===== config.mk =====
export PLATFORM = sky130hd
export DESIGN_NAME = run_step_ctrl
export DESIGN_NICKNAME = d
export VERILOG_FILES = /design/src/rtl/run_step_ctrl.sv
export SDC_FILE = /design/constraint.sdc
export NUM_CORES = 1
export LEC_CHECK = 0
export BUFFER_PORTS_ARGS = -buffer_cell sky130_fd_sc_hd__buf_2
export CORE_UTILIZATION = 40
export CTS_BUF_LIST = sky130_fd_sc_hd__clkbuf_8
export DETAILED_ROUTE_END_ITERATION = 10
export PLACE_DENSITY_LB_ADDON = 0.05
export SETUP_SLACK_MARGIN = 0.3
export SLEW_MARGIN = 20
export SYNTH_ARGS = -nofsm -noshare
export SYNTH_HDL_FRONTEND = slang
export SYNTH_SLANG_ARGS = --single-unit

===== constraint.sdc =====
create_clock -name CLK -period 1.8 [get_ports CLK]
set_input_delay 0.18 -clock CLK [delete_from_list [all_inputs] [get_ports CLK]]
set_output_delay 0.18 -clock CLK [all_outputs]
set_load 0.02 [all_outputs]

===== src/rtl/run_step_ctrl.sv =====
// Tick scheduler: HOLD/RUN/STEP modes driving a single-cycle count enable and activity counter.
// Optional macro RATE_CYCLE_EN lets STEP_PRESS in RUN cycle the run-rate select.
module run_step_ctrl #(
  parameter int unsigned DIV_W        = 24,
  parameter int unsigned RATE_DEFAULT = 0
) (
  input  logic       CLK,
  input  logic       RST,
  input  logic       RUN_PRESS,
  input  logic       STEP_PRESS,
  output logic       TICK,
  output logic       RUNNING,
  output logic [1:0] RATE,
  output logic [2:0] ACT
);

  typedef enum logic [1:0] {StHold, StRun, StStep} state_e;

  localparam logic [DIV_W:0]   OneExt = {{DIV_W{1'b0}}, 1'b1};
  localparam logic [DIV_W-1:0] DivOne = {{(DIV_W-1){1'b0}}, 1'b1};

  state_e           state_q;
  logic [DIV_W-1:0] div_q;
  logic             tick_q;
  logic             running_q;
  logic [2:0]       act_q;
  logic [1:0]       rate;

  logic [5:0]       tap_p1;
  logic [DIV_W:0]   mask_ext;
  logic             run_tick;

  // div[tap:0] all ones, with tap+1 = DIV_W - 2*RATE; extra mask bit absorbs the full-width case
  always_comb begin
    tap_p1   = 6'(DIV_W) - {3'b000, rate, 1'b0};
    mask_ext = (OneExt << tap_p1) - OneExt;
    run_tick = (state_q == StRun) &&
               ((div_q & mask_ext[DIV_W-1:0]) == mask_ext[DIV_W-1:0]);
  end

  always_ff @(posedge CLK) begin
    if (RST) begin
      state_q   <= StHold;
      div_q     <= '0;
      tick_q    <= 1'b0;
      running_q <= 1'b0;
      act_q     <= 3'd0;
    end else begin
      tick_q <= (state_q == StStep) || run_tick;
      if (tick_q) act_q <= act_q + 3'd1;
      if (state_q == StRun) div_q <= div_q + DivOne;
      unique case (state_q)
        StHold: begin
          if (RUN_PRESS) begin
            state_q   <= StRun;
            running_q <= 1'b1;
            div_q     <= '0;
          end else if (STEP_PRESS) begin
            state_q <= StStep;
          end
        end
        StRun: begin
          if (RUN_PRESS) begin
            state_q   <= StHold;
            running_q <= 1'b0;
          end
        end
        StStep: state_q <= StHold;
        default: begin
          state_q   <= StHold;
          running_q <= 1'b0;
        end
      endcase
    end
  end

`ifdef RATE_CYCLE_EN
  logic [1:0] rate_q;

  always_ff @(posedge CLK) begin
    if (RST) begin
      rate_q <= 2'(RATE_DEFAULT);
    end else if ((state_q == StRun) && !RUN_PRESS && STEP_PRESS) begin
      rate_q <= rate_q + 2'd1;
    end
  end

  assign rate = rate_q;
`else
  assign rate = 2'(RATE_DEFAULT);
`endif

  assign TICK    = tick_q;
  assign RUNNING = running_q;
  assign RATE    = rate;
  assign ACT     = act_q;

endmodule


# After elaboration in Yosys (flattened, before gate mapping)

Cells that the tools add are included.

Muxes and demuxes: 10
Bitwise operators: 1
Add/sub/neg operators: 2
Equal/unequal tests: 6
Reductions and logical operators: 5

Operators with widths:

| cell                  | count |
|---|---|
| $mux 24               | 3 |
| $add 24x1->24 const B | 1 |
| $eq 24x24->1 const B  | 1 |
| $mux 2                | 3 |
| $ne 2x2->1 const B    | 2 |
| $pmux 2 s2            | 1 |
| $add 3x1->3 const B   | 1 |
| $ne 3x3->1 const B    | 1 |
| $pmux 1 s3            | 1 |
| $reduce_and 3->1      | 1 |
| $eq 2x1->1 const B    | 1 |
| $eq 2x2->1 const B    | 1 |
| $logic_not 2->1       | 1 |
| $mux 1                | 2 |
| $reduce_and 2->1      | 1 |
| $logic_and 1x1->1     | 1 |
| $logic_or 1x1->1      | 1 |
| $not 1->1             | 1 |

Output and inout port bits: 7
Input port bits: 4
Register bits after elaboration: 31

# Longest topological paths before layout

Depth after elaboration: 4
Gate-level depth with buffers: 7

# Worst setup path before layout

Ideal clock, no wire load.

Kind: reg2reg
From: register state_q[1]
To: register div_q[15]
Buffers on the path: 2
Stages on the path, launching flop included: 7
Data required time: 1730 ps
Slack: 2 ps
Data arrival time: 1728 ps
Cell sequence: dfxtp_1 > nand2b_4 > buf_6 > or3_4 > buf_6 > or4_1 > a21oi_1

Longest elaborated chain between the ends: 4

RTL lines:

| item                   | line | RTL |
|---|---|---|
| from (decl)            | 22   | `state_e state_q;` |
| from (signal assigned) | 43   | `state_q <= StHold;` |
| from (signal assigned) | 55   | `state_q <= StRun;` |
| from (signal assigned) | 59   | `state_q <= StStep;` |
| $eq 2x1->1             | 51   | `if (state_q == StRun) div_q <= div_q + DivOne;` |
| $mux 24                | 51   |  |
| $mux 24                | 54   | `if (RUN_PRESS) begin` |
| $mux 24 *              | 52   | `unique case (state_q)` |
| to (signal assigned)   | 51   |  |
| to (decl)              | 23   | `logic [DIV_W-1:0] div_q;` |

Every way passes the cells marked *; elsewhere a longest branch is shown, timed or not.
A chain may end at the register's enable or synchronous reset.

# Worst setup path after layout

From: register state_q[1]
To: register div_q[21]

The elaborated chain is that of the path after synthesis.

==> results.sh <==
export IMPL_drtIter0Drc=51
export IMPL_cpMaxStageDelayCell="or4_4"
export IMPL_grt_usage_pct=16.43
export IMPL_fin_crit_sh_pct=89.98
export IMPL_fin_crit_ns=1.620
export IMPL_max_cap_violations=0
export IMPL_path_cells="nand2b_4 > or3_4 > or4_4 > a21oi_1"
export IMPL_fin_tns_setup_ns=0
export IMPL_dp_hpwl_mm=1.849
export IMPL_rows=21
export IMPL_nNetsFinal=189
export IMPL_clk_latency_ns=0.27
export IMPL_detail_route_antenna_nets=0
export IMPL_cp_required_ns=2.01
export IMPL_ios=11
export IMPL_area_growth_pct=18.86
export IMPL_drive_above_1_share_pct=28.57
export IMPL_p_leak_nw=0.6122
export IMPL_final_cells=228
export IMPL_cts_buffers=5
export IMPL_dieArea_um2=3876
export IMPL_combPwrFrac_pct=6.0
export IMPL_syn_avg_cell_area_um2=8.751
export IMPL_ir_drop_v=0.0004120
export IMPL_p_int_mw=0.9782
export IMPL_setup_viol=0
export IMPL_antenna_found_initial=0
export IMPL_power_switching_mw=0.2811
export IMPL_start_util_pct=42.53
export IMPL_cp_buffers_inverters=0
export IMPL_dieHeight_um=62.26
export IMPL_crit_fanout=8
export IMPL_htreeDepth=2
export IMPL_clkPwrFrac_pct=37.6
export IMPL_slowest_delay_ns=0.54
export IMPL_cp_top_family="simple AND/OR/NAND/NOR gates"
export IMPL_wirelength_mm=2.727
export IMPL_cp_arrival_ns=1.83
export IMPL_drc_errors=0
export IMPL_routedWlPerCell_um=11.96
export IMPL_core_um2=3416
export IMPL_p_per_area_nw_per_um2=729.3
export IMPL_io_buffers=8
export IMPL_synth_edf_count=0
export IMPL_ys_warn_count=0
export IMPL_dr_pass1_iters=4
export IMPL_worstSetupStartpointType="flop"
export IMPL_die_x_um=62.26
export IMPL_place_congestion=0.7212
export IMPL_yosysUniqueCellTypes=36
export IMPL_switching_share_pct=22.32
export IMPL_holdWs_ns=0.1029
export IMPL_ctsHoldBuffers=0
export IMPL_viasPerCell=5.224
export IMPL_dp_cells=216
export IMPL_cts_tree="built"
export IMPL_fmax_mhz=617.4
export IMPL_sequentialPowerShare_pct=56.4
export IMPL_synth_area_um2=1453
export IMPL_finalHoldViolCount=0
export IMPL_grt_overflow=0
export IMPL_vias=1191
export IMPL_grt_pass1_vias=1180
export IMPL_grt_max_degree=23
export IMPL_fin_skew_ns=0.004036
export IMPL_ys_seq_elements=31
export IMPL_grt_pass1_wl_mm=5.043
export IMPL_ys_flop_type="dfxtp_1"
export IMPL_clkSinkCount=31
export IMPL_hold_path_class="input port to flop"
export IMPL_rsz0062_at_grt="true"
export IMPL_crit_type="flop to flop"
export IMPL_root_buffer="clkbuf_8"
export IMPL_cts_clk_slew_worst_paths_ns=0.06
export IMPL_status="completed"
export IMPL_clk_path_buf_depth=2
export IMPL_antennaDiodeCount=0
export IMPL_seq_area_frac_synth_pct=42.72
export IMPL_syn_inst=166
export IMPL_slew_viol_final=0
export IMPL_worstSetupEndpointType="flop"
export IMPL_async_flop_share_pct=0
[cell type report]
cell class	count	area (um^2)
fill	339	1689
inverter	4	15.01
clock buffer	5	68.82
multi-input combinational	119	799.5
clock inverter	1	3.754
sequential	31	633.1
timing repair buffer	22	148.9
tap	46	57.56
[cells in the final DEF, fill, tap and decap left out, types with 3 or more instances in the layout]
| cell type | count |
|---|---|
| a21oi_1 | 11 |
| and3_1 | 3 |
| buf_2 | 8 |
| buf_4 | 13 |
| clkbuf_8 | 5 |
| dfxtp_1 | 23 |
| dfxtp_2 | 7 |
| inv_1 | 5 |
| nand2_1 | 9 |
| nand3_1 | 6 |
| nand4_1 | 6 |
| nor2_1 | 18 |
| o21ai_0 | 5 |
| o31ai_2 | 3 |
| or3_1 | 6 |
| or4_1 | 4 |
| xnor2_1 | 5 |
| xor2_1 | 9 |
[metal layers]
layer | part of all wire [%] | wire length (um) | up-vias | global-route usage (%)
met5 | 0 | 0 | - | 0
met4 | 1.8 | 48 | 0 | 7.849
met3 | 3.6 | 99 | 6 | 5.882
met2 | 48 | 1322 | 17 | 27.75
met1 | 46 | 1257 | 555 | 18.30
li1 | - | - | 613 | -
[cell families after synthesis]
group / share of synthesized area [%]
simple gates: 28.51
flops: 42.72
compound gates: 10.77
buf+inv: 6.201
xor+xnor: 8.441
fa+ha+maj: 1.722
mux: 1.378
other cells: 0.2582
[worst reg2reg max path, cell delays in order (launching register included)]
cell      delay (ns)
dfxtp_2         0.35
nand2b_4        0.15
or3_4           0.40
or4_4           0.54
a21oi_1         0.12
[Yosys cell counts, drive strengths merged, types with 2 or more instances]
library cell,count,area [um^2]
a21oi,12,60.06
and2,2,12.51
and3,4,25.02
and4,3,26.28
buf,6,48.79
clkbuf,7,26.28
dfxtp,31,620.6
ha,2,25.02
inv,4,15.01
mux2i,2,20.02
nand2,10,37.54
nand3,6,30.03
nand4,6,37.54
nor2,18,67.56
nor3,2,10.01
nor4,3,18.77
o21ai,5,25.02
o31ai,5,37.54
or3,7,48.80
or4,6,45.04
xnor2,5,43.79
xor2,9,78.83
[power groups by stage]
stage / clock (mW) / combinational (mW) / sequential (mW)
finish: 0.474 / 0.0756 / 0.710
global route: 0.527 / 0.0854 / 0.712
CTS: 0.502 / 0.0762 / 0.711
detailed placement: 0 / 0.0758 / 0.726
global placement: 0 / 0.0751 / 0.726
floorplan: 0 / 0.0676 / 0.725
[stage by stage]
stage	setup slack, ns	instance area [um^2]	total power [mW]	util, %
floorplan	0.05445	1489	0.7924	-
global placement	0.1304	1556	0.8009	45.57
detailed placement	0.1102	1556	0.8019	45.57
CTS	0.1896	1688	1.289	49.41
global route	0.1033	1727	1.324	50.55
finish	0.1803	1727	1.259	50.55
[registers in the layout, indices dropped and copies added (netlist names)]
name     count
ACT          3
RUNNING      1
TICK         1
div_q       24
state_q      2
[path summary, 6_finish.rpt]
| check | startpoint | slack (ns) | depth (start not counted) | endpoint |
|---|---|---|---|---|
| min | STEP_PRESS | 0.10 | 2 | state_q[1] |
| min reg2reg | div_q[22] | 0.49 | 2 | div_q[22] |
| max reg2reg | state_q[1] | 0.18 | 4 | div_q[21] |
| max | state_q[1] | 0.18 | 4 | div_q[21] |
[what timing repair did]
| action | in CTS | in global routing |
|---|---|---|
| endpoints found under the setup margin | 12 | 13 |
| pin swaps | 2 | 1 |
| buffers inserted | 5 | 1 |
| gates resized for setup | 8 | 11 |
| hold endpoints to repair | 0 | 0 |
No activity file was read; power rests on OpenSTA's default activity.
